$ cat src/rtl/core_alu_issue_pkg.sv
// core_alu_issue_pkg: opcodes, ALU operation codes and issue FSM states shared by the ALU issue stage.
package core_alu_issue_pkg;
    localparam logic [6:0] OPC_OP    = 7'b0110011;
    localparam logic [6:0] OPC_OPIMM = 7'b0010011;
    localparam logic [6:0] OPC_LUI   = 7'b0110111;
    localparam logic [6:0] OPC_AUIPC = 7'b0010111;
    localparam logic [3:0] ALU_CODE_ADD  = 4'd0;
    localparam logic [3:0] ALU_CODE_SUB  = 4'd1;
    localparam logic [3:0] ALU_CODE_SLL  = 4'd2;
    localparam logic [3:0] ALU_CODE_SLT  = 4'd3;
    localparam logic [3:0] ALU_CODE_SLTU = 4'd4;
    localparam logic [3:0] ALU_CODE_XOR  = 4'd5;
    localparam logic [3:0] ALU_CODE_SRL  = 4'd6;
    localparam logic [3:0] ALU_CODE_SRA  = 4'd7;
    localparam logic [3:0] ALU_CODE_OR   = 4'd8;
    localparam logic [3:0] ALU_CODE_AND  = 4'd9;
    typedef enum logic [2:0] {
        ISS_IDLE = 3'd0,
        ISS_DEC  = 3'd1,
        ISS_EXEC = 3'd2,
        ISS_CAPT = 3'd3,
        ISS_WB   = 3'd4
    } iss_state_t;
    // alt selects SUB for f3=0 and SRA for f3=5 (instr[30])
    function automatic logic [3:0] alu_code(input logic [2:0] f3, input logic alt);
        case (f3)
            3'd0:    alu_code = alt ? ALU_CODE_SUB : ALU_CODE_ADD;
            3'd1:    alu_code = ALU_CODE_SLL;
            3'd2:    alu_code = ALU_CODE_SLT;
            3'd3:    alu_code = ALU_CODE_SLTU;
            3'd4:    alu_code = ALU_CODE_XOR;
            3'd5:    alu_code = alt ? ALU_CODE_SRA : ALU_CODE_SRL;
            3'd6:    alu_code = ALU_CODE_OR;
            default: alu_code = ALU_CODE_AND;
        endcase
    endfunction
endpackage

$ cat src/rtl/core_alu_decode.sv
// core_alu_decode: combinational RV32I OP/OP-IMM/LUI/AUIPC decode into ALU operation and operands.
module core_alu_decode
    import core_alu_issue_pkg::*;
(
    input  logic [31:0] instr,
    input  logic [31:0] pc,
    input  logic [31:0] rs1,
    input  logic [31:0] rs2,
    output logic [3:0]  code,
    output logic [31:0] i1,
    output logic [31:0] i2,
    output logic [4:0]  rd,
    output logic        illegal
);
    logic [6:0]  opc;
    logic [2:0]  f3;
    logic [6:0]  f7;
    logic [31:0] imm_i;
    logic [31:0] imm_u;
    logic        shift;
    assign opc   = instr[6:0];
    assign f3    = instr[14:12];
    assign f7    = instr[31:25];
    assign imm_i = {{20{instr[31]}}, instr[31:20]};
    assign imm_u = {instr[31:12], 12'h000};
    assign shift = (f3 == 3'd1) || (f3 == 3'd5);
    assign rd    = instr[11:7];
    always_comb begin
        code    = ALU_CODE_ADD;
        i1      = rs1;
        i2      = imm_i;
        illegal = 1'b0;
        if (opc == OPC_OP) begin
            i2      = rs2;
            code    = alu_code(f3, f7[5]);
            illegal = !((f7 == 7'h00) || (f7 == 7'h20 && (f3 == 3'd0 || f3 == 3'd5)));
        end else if (opc == OPC_OPIMM) begin
            i2      = shift ? {27'd0, instr[24:20]} : imm_i;
            code    = alu_code(f3, f3 == 3'd5 && f7[5]);
            illegal = (f3 == 3'd1 && f7 != 7'h00) || (f3 == 3'd5 && f7 != 7'h00 && f7 != 7'h20);
        end else if (opc == OPC_LUI) begin
            i1 = 32'd0;
            i2 = imm_u;
        end else if (opc == OPC_AUIPC) begin
            i1 = pc;
            i2 = imm_u;
        end else begin
            illegal = 1'b1;
        end
    end
endmodule

$ cat src/rtl/core_alu_issue.sv
// core_alu_issue: single-in-flight issue stage feeding core_alu and returning its result
// as a valid/ready writeback packet.
module core_alu_issue
    import core_alu_issue_pkg::*;
#(
    parameter int XLEN       = 32,
    parameter int ALU_CODE_W = 4
) (
    input  logic                  CLK,
    input  logic                  RST,
    input  logic                  FLUSH,
    input  logic                  IN_VALID,
    output logic                  IN_READY,
    input  logic [31:0]           IN_INSTR,
    input  logic [XLEN-1:0]       IN_PC,
    input  logic [XLEN-1:0]       IN_RS1,
    input  logic [XLEN-1:0]       IN_RS2,
    output logic                  C_ALU,
    output logic [ALU_CODE_W-1:0] OPCODE_ALU,
    output logic [XLEN-1:0]       ALU_I1,
    output logic [XLEN-1:0]       ALU_I2,
    input  logic [XLEN-1:0]       ALU_O,
    output logic                  WB_VALID,
    input  logic                  WB_READY,
    output logic [4:0]            WB_RD,
    output logic                  WB_WE,
    output logic [XLEN-1:0]       WB_DATA,
    output logic                  WB_ILLEGAL
);
    iss_state_t  state, state_nxt;
    logic [31:0] instr_q, pc_q, rs1_q, rs2_q;
    logic [3:0]  dec_code;
    logic [31:0] dec_i1, dec_i2;
    logic [4:0]  dec_rd;
    logic        dec_illegal;

    core_alu_decode u_dec (
        .instr   (instr_q),
        .pc      (pc_q),
        .rs1     (rs1_q),
        .rs2     (rs2_q),
        .code    (dec_code),
        .i1      (dec_i1),
        .i2      (dec_i2),
        .rd      (dec_rd),
        .illegal (dec_illegal)
    );

    always_ff @(posedge CLK or posedge RST) begin
        if (RST) state <= ISS_IDLE;
        else     state <= state_nxt;
    end

    always_comb begin
        state_nxt = state;
        IN_READY  = state == ISS_IDLE;
        C_ALU     = state == ISS_EXEC;
        case (state)
            ISS_IDLE: state_nxt = IN_VALID ? ISS_DEC : ISS_IDLE;
            ISS_DEC:  state_nxt = dec_illegal ? ISS_WB : ISS_EXEC;
            ISS_EXEC: state_nxt = ISS_CAPT;
            ISS_CAPT: state_nxt = ISS_WB;
            ISS_WB:   state_nxt = WB_READY ? ISS_IDLE : ISS_WB;
            default:  state_nxt = ISS_IDLE;
        endcase
        if (FLUSH) state_nxt = ISS_IDLE;
    end

    always_ff @(posedge CLK or posedge RST) begin
        if (RST) begin
            instr_q    <= '0;
            pc_q       <= '0;
            rs1_q      <= '0;
            rs2_q      <= '0;
            OPCODE_ALU <= '0;
            ALU_I1     <= '0;
            ALU_I2     <= '0;
            WB_VALID   <= 1'b0;
            WB_RD      <= '0;
            WB_WE      <= 1'b0;
            WB_DATA    <= '0;
            WB_ILLEGAL <= 1'b0;
        end else begin
            if (state == ISS_IDLE && IN_VALID && !FLUSH) begin
                instr_q <= IN_INSTR;
                pc_q    <= IN_PC;
                rs1_q   <= IN_RS1;
                rs2_q   <= IN_RS2;
            end
            // writeback metadata is settled at DEC so it is already stable when WB_VALID rises
            if (state == ISS_DEC) begin
                OPCODE_ALU <= dec_code;
                ALU_I1     <= dec_i1;
                ALU_I2     <= dec_i2;
                WB_RD      <= dec_rd;
                WB_WE      <= !dec_illegal && dec_rd != 5'd0;
                WB_ILLEGAL <= dec_illegal;
                WB_DATA    <= '0;
            end
            if (state == ISS_CAPT) WB_DATA <= ALU_O;
            WB_VALID <= !FLUSH && ((state == ISS_DEC && dec_illegal) || state == ISS_CAPT ||
                                   (state == ISS_WB && !WB_READY));
        end
    end
endmodule
$ cat config.mk
export PLATFORM = sky130hd
export DESIGN_NAME = core_alu_issue
export DESIGN_NICKNAME = d
export VERILOG_FILES = /design/src/rtl/core_alu_issue_pkg.sv /design/src/rtl/core_alu_decode.sv /design/src/rtl/core_alu_issue.sv
export SDC_FILE = /design/constraint.sdc
export NUM_CORES = 1
export LEC_CHECK = 0
export CAP_MARGIN = 20
export CORE_ASPECT_RATIO = 1.75
export CORE_MARGIN = 2
export CORE_UTILIZATION = 45
export CTS_CLUSTER_DIAMETER = 50
export CTS_CLUSTER_SIZE = 24
export DETAILED_ROUTE_END_ITERATION = 7
export PLACE_DENSITY = 0.76
export SYNTH_ARGS = -nofsm -noshare
export SYNTH_HDL_FRONTEND = slang
export SYNTH_SLANG_ARGS = --single-unit
$ cat constraint.sdc
create_clock -name CLK -period 11.75 [get_ports CLK]
set_input_delay 3.525 -clock CLK [delete_from_list [all_inputs] [get_ports CLK]]
set_output_delay 3.525 -clock CLK [all_outputs]
set_load 0.02 [all_outputs]
== Word-level counts from Yosys, hierarchy flattened ==
Cells that the tools add are included.
W data, S select, Z words.

* Bits in registers: 239
* Input bits: 165
* Logic and storage cells: 84
* Output and inout bits: 110

* Reductions and logical operators: 27
* Mux-type cells: 28
* Equal/unequal tests: 16

{| class="wikitable"
|+ Operators by type and width
! cell !! count
|-
| $mux W32 || 9
|-
| $mux W31 || 2
|-
| $pmux W4 S7 || 2
|-
| $eq A7 B6 Y1 const B || 3
|-
| $pmux W3 S5 || 1
|-
| $eq A7 B5 Y1 const B || 2
|-
| $eq A3 B2 Y1 const B || 4
|-
| $eq A3 B3 Y1 const B || 4
|-
| $logic_and A1 B1 Y1 || 11
|-
| $mux W1 || 9
|-
| $mux W3 || 3
|-
| $mux W4 || 2
|-
| $logic_not A7 Y1 || 1
|-
| $ne A7 B6 Y1 const B || 1
|-
| $reduce_bool A7 Y1 || 1
|-
| $eq A3 B1 Y1 const B || 2
|-
| $logic_not A3 Y1 || 2
|-
| $logic_or A1 B1 Y1 || 6
|-
| $reduce_bool A5 Y1 || 1
|-
| $logic_not A1 Y1 || 4
|-
| $reduce_bool A2 Y1 || 1
|}

== Logic depth before layout (Yosys ltp) ==
Gate-level depths: netlist of run 1.

* Word-level depth: 10
* Gate-level depth with buffers: 7
* Gate-level depth less buffers: 4

== Modules after synthesis ==
Synthesis of run 1 repeated with hierarchy kept, for this count alone.

* Cells, all modules: 816
* Area, all modules: 10,746.6 um2

{| class="wikitable"
|+ By module, submodules not included
! module !! cells an instance !! instances !! sequential area each (um2) !! area an instance (um2)
|-
| core_alu_issue || 590 || 1 || 5,980.7 || 9,467.8
|-
| core_alu_decode || 226 || 1 || 0.0 || 1,278.7
|}

== Least setup slack after synthesis of run 1 ==
No wires, ideal clock.

* Kind: flip-flop to output port
* Start point: reg state[1]
* End point: out C_ALU
* Slack: 6,746 ps
* Data arrival time: 1,479 ps
* Stages on the path, launching flop included: 4
* Required time: 8,225 ps
* Buffers on the path: 2
* Path through: dfrtp_1 > clkbuf_1 > clkbuf_1 > nor3b_1

* Word-level cells in the longest chain between the ends: 1

{| class="wikitable"
|+ RTL lines
! what !! RTL line !! source
|-
| from (decl) || core_alu_issue.sv:30 || <nowiki>iss_state_t state, state_nxt;</nowiki>
|-
| from (signal assigned) || core_alu_issue.sv:51 || <nowiki>else state <= state_nxt;</nowiki>
|-
| $eq A3 B2 Y1 || core_alu_issue.sv:57 || <nowiki>C_ALU = state == ISS_EXEC;</nowiki>
|-
| to (decl) || core_alu_issue.sv:18 || <nowiki>output logic C_ALU,</nowiki>
|}

No other way between the ends.

== Worst setup path after layout of run 1 ==
* Start point: in FLUSH
* End point: reg instr_q[5]

* Word-level cells in the longest chain between the ends: 2

{| class="wikitable"
|+ RTL lines
! what !! RTL line !! source
|-
| from (decl) || core_alu_issue.sv:11 || <nowiki>input logic FLUSH,</nowiki>
|-
| $logic_not A1 Y1 || core_alu_issue.sv:84 || <nowiki>if (state == ISS_IDLE && IN_VALID && !FLUSH) begin</nowiki>
|-
| $logic_and A1 B1 Y1 || core_alu_issue.sv:84 ||
|-
| to (signal assigned) || core_alu_issue.sv:71 || <nowiki>instr_q <= '0;</nowiki>
|-
| to (signal assigned) || core_alu_issue.sv:85 || <nowiki>instr_q <= IN_INSTR;</nowiki>
|-
| to (decl) || core_alu_issue.sv:31 || <nowiki>logic [31:0] instr_q, pc_q, rs1_q, rs2_q;</nowiki>
|}

No other way between the ends.
A chain may end at the register's enable or synchronous reset.

==> results.json, run 1 <==
{
  "crit_buf_inv": 2,
  "grt_setup_unrepaired": "false",
  "routedWlPerCell_um": 18.1,
  "final_core_util_pct": 61.8,
  "clock-sinks": 239,
  "grt_max_degree": 106,
  "boundaryPins": 275,
  "max_freq_mhz": 175,
  "grt_pass1_wl_um": 38900,
  "final_antenna_net_count": 0,
  "combPwrFrac_pct": 27.0,
  "dp.final_hpwl_um": 16900,
  "fin_crit_sh_pct": 48.7,
  "setup_violations": 0,
  "powerDensity_nw_per_um2": 171,
  "vdd_ir_drop_max_mv": 0.145,
  "postCtsSetupRepairBufs": 0,
  "hold_class": "flip-flop to flip-flop",
  "dr.pass1.iters": 4,
  "layout-drive-gt1-share_pct": 15.9,
  "pwr-share-seq_pct": 48.4,
  "cts_resized": 0,
  "netSwitchingPower_mw": 0.673,
  "swShare_pct": 29.6,
  "async_flop_share_pct": 100,
  "critPathMaxStageDelay_ns": 0.74,
  "clock_path_buffers": 3,
  "p_int_mw": 1.60,
  "cp-start-kind": "input pin",
  "grt_antenna_before_repair": 5,
  "crit_chain": "clkdlybuf4s50_1 > nor2_1 > nand3_4 > buf_4 > mux2_2",
  "synth_top_area_cell": "dfrtp_1",
  "slew_headroom_pct": 26.1,
  "tightest_slew_ns": 1.11,
  "required_ns": 12.10,
  "avgSynthCellArea_sq_um": 11.7,
  "p_clk_share_pct": 24.5,
  "gp_congestion": 0.844,
  "cp_max_fo": 65,
  "vias": 7151,
  "synth_edf_count": 0,
  "core-area_sq_um": 21500,
  "yosys-top-cells-count": "dfrtp_1, nand2_1, mux2_2",
  "drt_iter0_markers": 419,
  "slew_viol_final": 0,
  "insertion_delay_ns": 0.48,
  "seq_area_frac_synth_pct": 60.8,
  "htree_num_levels": 1,
  "fp.dieH_um": 200,
  "synthTopCellsByArea": "dfrtp_1, mux2_2, nand2_1, nand3b_1, nor2_1",
  "synth.most_common_cell": "dfrtp_1",
  "tns_ns": 0,
  "grt_usage_pct": 21.4,
  "rows": 71,
  "syn2layout_area_growth_pct": 35.1,
  "clk_pin_slew_ns": 0.08,
  "crit_slowest_cell": "nand3_4",
  "syn_area_sq_um": 9840,
  "crit_type": "input pin to flip-flop",
  "routed_wirelength_um": 24900,
  "finalCriticalPeriod_ns": 5.72,
  "synth_cell_type_count": 39,
  "maxCapViolCount": 0,
  "postCtsHoldBufs": 0,
  "start_util_pct": 45.8,
  "via_per_inst": 5.19,
  "port_buffers": 274,
  "critical_path.top_delay_family": "buffers and inverters",
  "ys.warnings.count": 0,
  "postSynthNetCount": 1003,
  "fp.dieW_um": 116,
  "grt_pass1_vias": 7385,
  "leakage_nw": 5.44,
  "finalHoldViolations": 0,
  "cts_buffers": 15,
  "fin_worst_skew_ns": 0.0188,
  "dieArea_sq_um": 23100,
  "ys_ff_latch": 239,
  "arrival_ns": 6.07,
  "synth_top_area_share_pct": 60.8,
  "clock-root-buffer": "clkbuf_16",
  "yosys_most_used_dff": "dfrtp_1",
  "grt_overflow_total": 0,
  "end_kind": "flip-flop",
  "synth_cells": 838,
  "cts_tree": "done",
  "nets": 1238,
  "status": "finished, final reports clean",
  "remaining_drc_errors": 0
}
-- through the flow --
step / power, mW / worst slack (ns) / area (sq um) / hold WS [ns] / cells
global placement: 1.72 / 5.52 / 12800 / 0.458 / 1348
global route: 2.39 / 5.92 / 13300 / 0.509 / 1376
finish: 2.28 / 6.03 / 13300 / 0.477 / 1377
CTS: 2.30 / 6.01 / 13300 / 0.482 / 1371
floorplan: 1.44 / 1.67 / 9840 / 0.447 / 838
detailed placement: 1.74 / 5.51 / 12800 / 0.461 / 1348
-- worst min-delay path: cells and delay by family (launching register included) --
kind,cells,cell delay [ns]
and+or+nand+nor,2,0.10
DFF,1,0.35
-- registers in the layout, summed over array words and instances (netlist names) --
name        flops
instr_q        32
WB_DATA        32
OPCODE_ALU      4
WB_VALID        1
ALU_I1         32
pc_q           32
rs1_q          32
WB_ILLEGAL      1
WB_WE           1
ALU_I2         32
WB_RD           5
rs2_q          32
state           3
-- placed cells by master, fill, tap and decap left out, types with 2 or more instances in the layout --
cell type	n
clkbuf_8	3
and3_1	2
o22a_1	20
a31oi_1	37
or2_2	3
clkbuf_16	15
o21ai_0	44
nor3b_1	2
o41a_1	2
a21oi_1	5
nor2b_1	2
nor2_1	64
inv_1	2
nand2_1	129
nand3b_1	33
diode_2	6
nor3_1	2
clkdlybuf4s50_1	274
nand3_1	9
a22oi_1	25
mux2_2	128
clkinv_8	2
dfrtp_1	239
buf_4	8
o31ai_1	3
-- metal layers --
metal	wire length, um	vias up	share of wire, %	track usage (%)
li1	-	3387	-	-
met1	9360	3497	38	25.4
met5	0	-	0	0
met3	1490	53	6.0	4.00
met2	13100	214	53	37.5
met4	926	0	3.7	9.26
-- power groups by stage --
stage	Clock [mW]	Combinational, mW	Sequential [mW]
floorplan	0	0.267	1.18
global placement	0	0.610	1.11
detailed placement	0	0.621	1.12
CTS	0.572	0.623	1.10
global route	0.600	0.668	1.12
finish	0.558	0.615	1.10
-- area by class of cell --
class,instances,area [sq um]
Antenna cell,6,15.0
Clock buffer,19,420
Clock inverter,4,71.3
Fill cell,1751,8200
Inverter,3,18.8
Multi-Input combinational cell,532,3620
Sequential cell,239,5980
Tap cell,292,365
Timing Repair Buffer,282,2800
-- worst paths after layout --
check,startpoint,endpoint,slack [ns],depth (start not counted)
max reg2reg,state[1],instr_q[5],8.82,5
min,WB_RD[0],WB_RD[0],0.48,2
min reg2reg,WB_RD[0],WB_RD[0],0.48,2
max in group asynchronous,RST,ALU_I1[22],6.71,3
max,FLUSH,instr_q[5],6.03,5
min in group asynchronous,RST,ALU_I1[5],3.56,2
-- cell families (layout without fill, tap and decap cells) --
family | count (synthesis) | after routing | share of synthesized area, %
multiplexers | 128 | 128 | 14.6
other | 0 | 6 | 0
flip-flops | 239 | 239 | 60.8
AND/OR/NAND/NOR | 259 | 259 | 12.0
buffers and inverters | 67 | 308 | 2.75
AO/OA/AOI/OAI | 144 | 144 | 9.75
XOR/XNOR | 1 | 1 | 0.0890
(Power assumes the default switching activity.)
==> run 2, diff against run 1 <==
clock period = 5.45 ns   (was 11.75 ns; I/O delays follow)
==> run 2 against run 1 <==
Against the previous run: design area barely moved; critical endpoint is now IN_READY; largest power group unchanged; sequential share of layout area barely moved; clock-buffer cell count fell by 2; combinational power rose by 120%; global-route usage rose by 0.055 points; worst setup slack got worse by 4.4 ns.
==> results.json, run 2 (synthesized netlist as in run 1, its figures left out) <==
{
  "final_antenna_net_count": 0,
  "slew_viol_final": 0,
  "fin_worst_skew_ns": 0.0164,
  "clock-root-buffer": "clkbuf_16",
  "dpl.cell_count": 1350,
  "remaining_drc_errors": 0,
  "status": "finished, final reports clean",
  "grt_pass1_wl_um": 38800,
  "grt_usage_pct": 21.5,
  "rows": 71,
  "p_int_mw": 3.39,
  "tns_ns": 0,
  "critPathLaunch": "state[1]",
  "required_ns": 3.82,
  "nets": 1240,
  "dieArea_sq_um": 23100,
  "finalCriticalPeriod_ns": 3.79,
  "finalHoldViolations": 0,
  "fin_area_sq_um": 13300,
  "mostFrequentLayoutCells": "clkdlybuf4s50_1, dfrtp_1, nand2_1, mux2_2, nor2_1",
  "port_buffers": 274,
  "leakage_nw": 5.44,
  "gr-usage-met2_pct": 37.9,
  "routed_wirelength_um": 25200,
  "core-area_sq_um": 21500,
  "grt_setup_unrepaired": "false",
  "use_met1_pct": 25.8,
  "fp.dieW_um": 116,
  "syn2layout_area_growth_pct": 35.0,
  "cts_tree": "done",
  "fp.dieH_um": 200,
  "max_freq_mhz": 264,
  "final_core_util_pct": 61.8,
  "fin_crit_sh_pct": 69.5,
  "hold-worst-slack_ns": 0.478,
  "insertion_delay_ns": 0.48,
  "hold_class": "flip-flop to flip-flop",
  "vdd_ir_drop_max_mv": 0.254,
  "drt_iter0_markers": 408,
  "boundaryPins": 275,
  "postCtsSetupRepairBufs": 0,
  "clock_path_buffers": 3,
  "combPwrFrac_pct": 27.4,
  "clk_pin_slew_ns": 0.09,
  "p_clk_share_pct": 23.6,
  "slew_headroom_pct": 32.1,
  "via_per_inst": 5.22,
  "maxCapViolCount": 0,
  "grt_max_degree": 130,
  "final_common_cell": "clkdlybuf4s50_1",
  "ff2ff_path_depth": 5,
  "met3_usage_pct": 4.09,
  "dp.final_hpwl_um": 17000,
  "pwr-share-seq_pct": 49.0,
  "grt_antenna_before_repair": 5,
  "powerDensity_nw_per_um2": 365,
  "start_util_pct": 45.8,
  "power_mw": 4.85,
  "crit_type": "flip-flop to output pin",
  "r2r_setup_slack_ns": 2.70,
  "dpl-instance-area_sq_um": 12800,
  "fin_ws_ns": 1.66,
  "routedWlPerCell_um": 18.3,
  "fin_cells": 1378,
  "grt_pass1_vias": 7221,
  "htree_num_levels": 1,
  "grt_overflow_total": 0,
  "vias": 7197,
  "crit_end": "IN_READY",
  "grt_busiest_layer": "met2",
  "tightest_slew_ns": 1.02,
  "cts_buffers": 15,
  "rr_endpoint": "WB_WE",
  "gp_congestion": 0.823,
  "dp_slack_ns": 1.64,
  "setup_violations": 0,
  "dr.pass1.iters": 4,
  "postCtsHoldBufs": 0,
  "netSwitchingPower_mw": 1.46,
  "cp-start-kind": "flip-flop",
  "clock-sinks": 239,
  "swShare_pct": 30.2,
  "layout-drive-gt1-share_pct": 16.2,
  "timing.rr.start": "instr_q[2]",
  "cp_max_fo": 30,
  "end_kind": "output pin",
  "arrival_ns": 2.15,
  "cts_resized": 0
}
==> run 2: critical path: stages (launching register included) <==
cell and delay [ns]:
dfrtp_1 0.52, buf_4 0.30, nor3_1 0.21, clkdlybuf4s50_1 0.64
==> run 2: worst min path at each step <==
stage,from,end,slack [ns],depth (start not counted)
after floorplan,instr_q[11],WB_RD[4],0.45,2
after global placement,WB_RD[0],WB_RD[0],0.46,2
after detailed placement,WB_RD[4],WB_RD[4],0.46,2
after CTS,WB_RD[4],WB_RD[4],0.48,2
after global routing,WB_DATA[4],WB_DATA[4],0.51,2
final,WB_RD[4],WB_RD[4],0.48,2
==> run 2: power groups by stage <==
stage	logic [mW]	registers, mW	clock network [mW]
global placement	1.31	2.40	0
global route	1.44	2.42	1.25
floorplan	0.576	2.54	0
CTS	1.35	2.38	1.19
finish	1.33	2.38	1.14
detailed placement	1.34	2.41	0
==> run 2: routing by layer <==
metal,share of wire [%],vias up
met5,0.052,-
li1,-,3393
met4,3.1,2
met2,53,208
met1,38,3547
met3,5.5,47
==> run 2: area by class of cell <==
cell class,instances,area (sq um)
fillers,1774,8210
flip-flops and latches,239,5980
multi-input cells,532,3620
repair buffers,284,2840
clock buffers,17,393
well taps,292,365
clock inverters,7,61.3
inverters,3,15.0
diodes,4,10.0
==> run 3, diff against run 2 <==
CORE_UTILIZATION = 43   (was 45)
clock period = 3.4 ns   (was 5.45 ns; I/O delays follow)
==> run 3 against run 2 <==
Against the previous run: sequential share of layout area down 0.62 points; sequential power up 60%; design area up 1.4%; largest cell class unchanged.
==> results.json, run 3 (synthesized netlist as in run 1, its figures left out) <==
{
  "status": "finished, final reports clean",
  "slew_headroom_pct": 33.4,
  "final_antenna_net_count": 0,
  "htree_num_levels": 1,
  "finalHoldViolations": 0,
  "grt_antenna_before_repair": 8,
  "vdd_ir_drop_max_mv": 0.589,
  "combPwrFrac_pct": 27.6,
  "hold-worst-slack_ns": 0.484,
  "powerDensity_nw_per_um2": 584,
  "syn2layout_area_growth_pct": 36.9,
  "cts_buffers": 15,
  "cts_tree": "done",
  "postCtsSetupRepairBufs": 0,
  "swShare_pct": 29.9,
  "fin_worst_skew_ns": 0.0151,
  "via_per_inst": 5.23,
  "critPathMaxStageDelay_ns": 0.65,
  "netSwitchingPower_mw": 2.35,
  "clock-root-buffer": "clkbuf_16",
  "arrival_ns": 1.98,
  "gp_congestion": 0.831,
  "start_util_pct": 43.6,
  "final_common_cell": "clkdlybuf4s50_1",
  "routedWlPerCell_um": 18.7,
  "setup_violations": 0,
  "use_met1_pct": 25.1,
  "grt_busiest_layer": "met2",
  "fp.dieW_um": 118,
  "port_buffers": 274,
  "crit_slowest_cell": "clkdlybuf4s50_1",
  "pwr-share-seq_pct": 48.4,
  "dpl-instance-area_sq_um": 13000,
  "grt_usage_pct": 21.6,
  "dieArea_sq_um": 24200,
  "insertion_delay_ns": 0.47,
  "mostFrequentLayoutCells": "clkdlybuf4s50_1, dfrtp_1, nand2_1, mux2_2, nor2_1",
  "clock-sinks": 239,
  "gr-usage-met2_pct": 38.6,
  "fin_cells": 1396,
  "p_int_mw": 5.52,
  "fin_area_sq_um": 13500,
  "fin_crit_sh_pct": 88.2,
  "required_ns": 2.38,
  "dp_slack_ns": 0.579,
  "met3_usage_pct": 3.91,
  "crit_type": "flip-flop to output pin",
  "layout-drive-gt1-share_pct": 16.9,
  "boundaryPins": 275,
  "drt_iter0_markers": 390,
  "remaining_drc_errors": 0,
  "rows": 73,
  "cts_resized": 0,
  "slew_viol_final": 0,
  "grt_pass1_vias": 7570,
  "fill_cells": 1883,
  "cp-start-kind": "flip-flop",
  "tightest_slew_ns": 0.999,
  "vias": 7296,
  "clock_path_buffers": 3,
  "clk_pin_slew_ns": 0.09,
  "maxCapViolCount": 0,
  "power_mw": 7.87,
  "grt_pass1_wl_um": 41300,
  "finalCriticalPeriod_ns": 3.00,
  "dr.pass1.iters": 6,
  "grt_overflow_total": 0,
  "fin_ws_ns": 0.403,
  "grt_max_degree": 66,
  "nets": 1250,
  "grt_setup_unrepaired": "false",
  "core-area_sq_um": 22600,
  "crit_chain": "nor3b_1 > clkdlybuf4s50_1",
  "routed_wirelength_um": 26100,
  "fp.dieH_um": 204,
  "p_clk_share_pct": 24.0,
  "dp.final_hpwl_um": 18500,
  "cp_max_fo": 15,
  "end_kind": "output pin",
  "leakage_nw": 5.52,
  "hold_class": "flip-flop to flip-flop",
  "dpl.cell_count": 1368,
  "postCtsHoldBufs": 0,
  "max_freq_mhz": 334
}
[run 3: path summary, 6_finish.rpt]
kind | start | endpoint | slack, ns | cells past startpoint
setup / recovery | state[1] | C_ALU | 0.40 | 2
hold / removal | WB_DATA[16] | WB_DATA[16] | 0.48 | 2
setup reg to reg | state[1] | ALU_I2[15] | 1.06 | 4
hold reg to reg | WB_DATA[16] | WB_DATA[16] | 0.48 | 2
max in group asynchronous | RST | ALU_I2[28] | 1.63 | 3
min in group asynchronous | RST | ALU_I2[5] | 1.04 | 2
[run 3: power groups by stage]
stage	registers (mW)	clock network [mW]	logic [mW]
after floorplan	4.07	0	0.923
after global placement	3.84	0	2.14
after detailed placement	3.86	0	2.19
after CTS	3.81	1.95	2.20
after global routing	3.89	2.08	2.34
final	3.81	1.89	2.17
[run 3: per-stage QoR]
stage          TNS (ns)  util [%]
2_1_floorplan   -180.17         -
3_3_place_gp          0      57.6
3_5_place_dp          0      57.6
4_1_cts               0      59.7
5_1_grt               0      59.7
6_report              0      59.7
[run 3: per-layer routing]
| metal | share of wire, % | up-vias |
|---|---|---|
| li1 | - | 3414 |
| met1 | 37 | 3591 |
| met2 | 53 | 228 |
| met3 | 5.7 | 59 |
| met4 | 4.3 | 4 |
| met5 | 0.10 | - |
[run 3: cell type report]
cell class / instances / area, sq um / share of cell area [%]
Timing Repair Buffer: 294 / 2990 / 22.2
Inverter: 3 / 15.0 / 0.111
Tap cell: 300 / 375 / 2.79
Antenna cell: 6 / 15.0 / 0.111
Clock buffer: 16 / 389 / 2.89
Clock inverter: 6 / 85.1 / 0.631
Sequential cell: 239 / 5980 / 44.4
Multi-Input combinational cell: 532 / 3620 / 26.9
[run 3: worst max-delay path, delay by kind of cell (launching register included)]
| family | cells | cell delay [ns] |
|---|---|---|
| and+or+nand+nor | 1 | 0.25 |
| buffers and inverters | 1 | 0.65 |
| DFF | 1 | 0.61 |
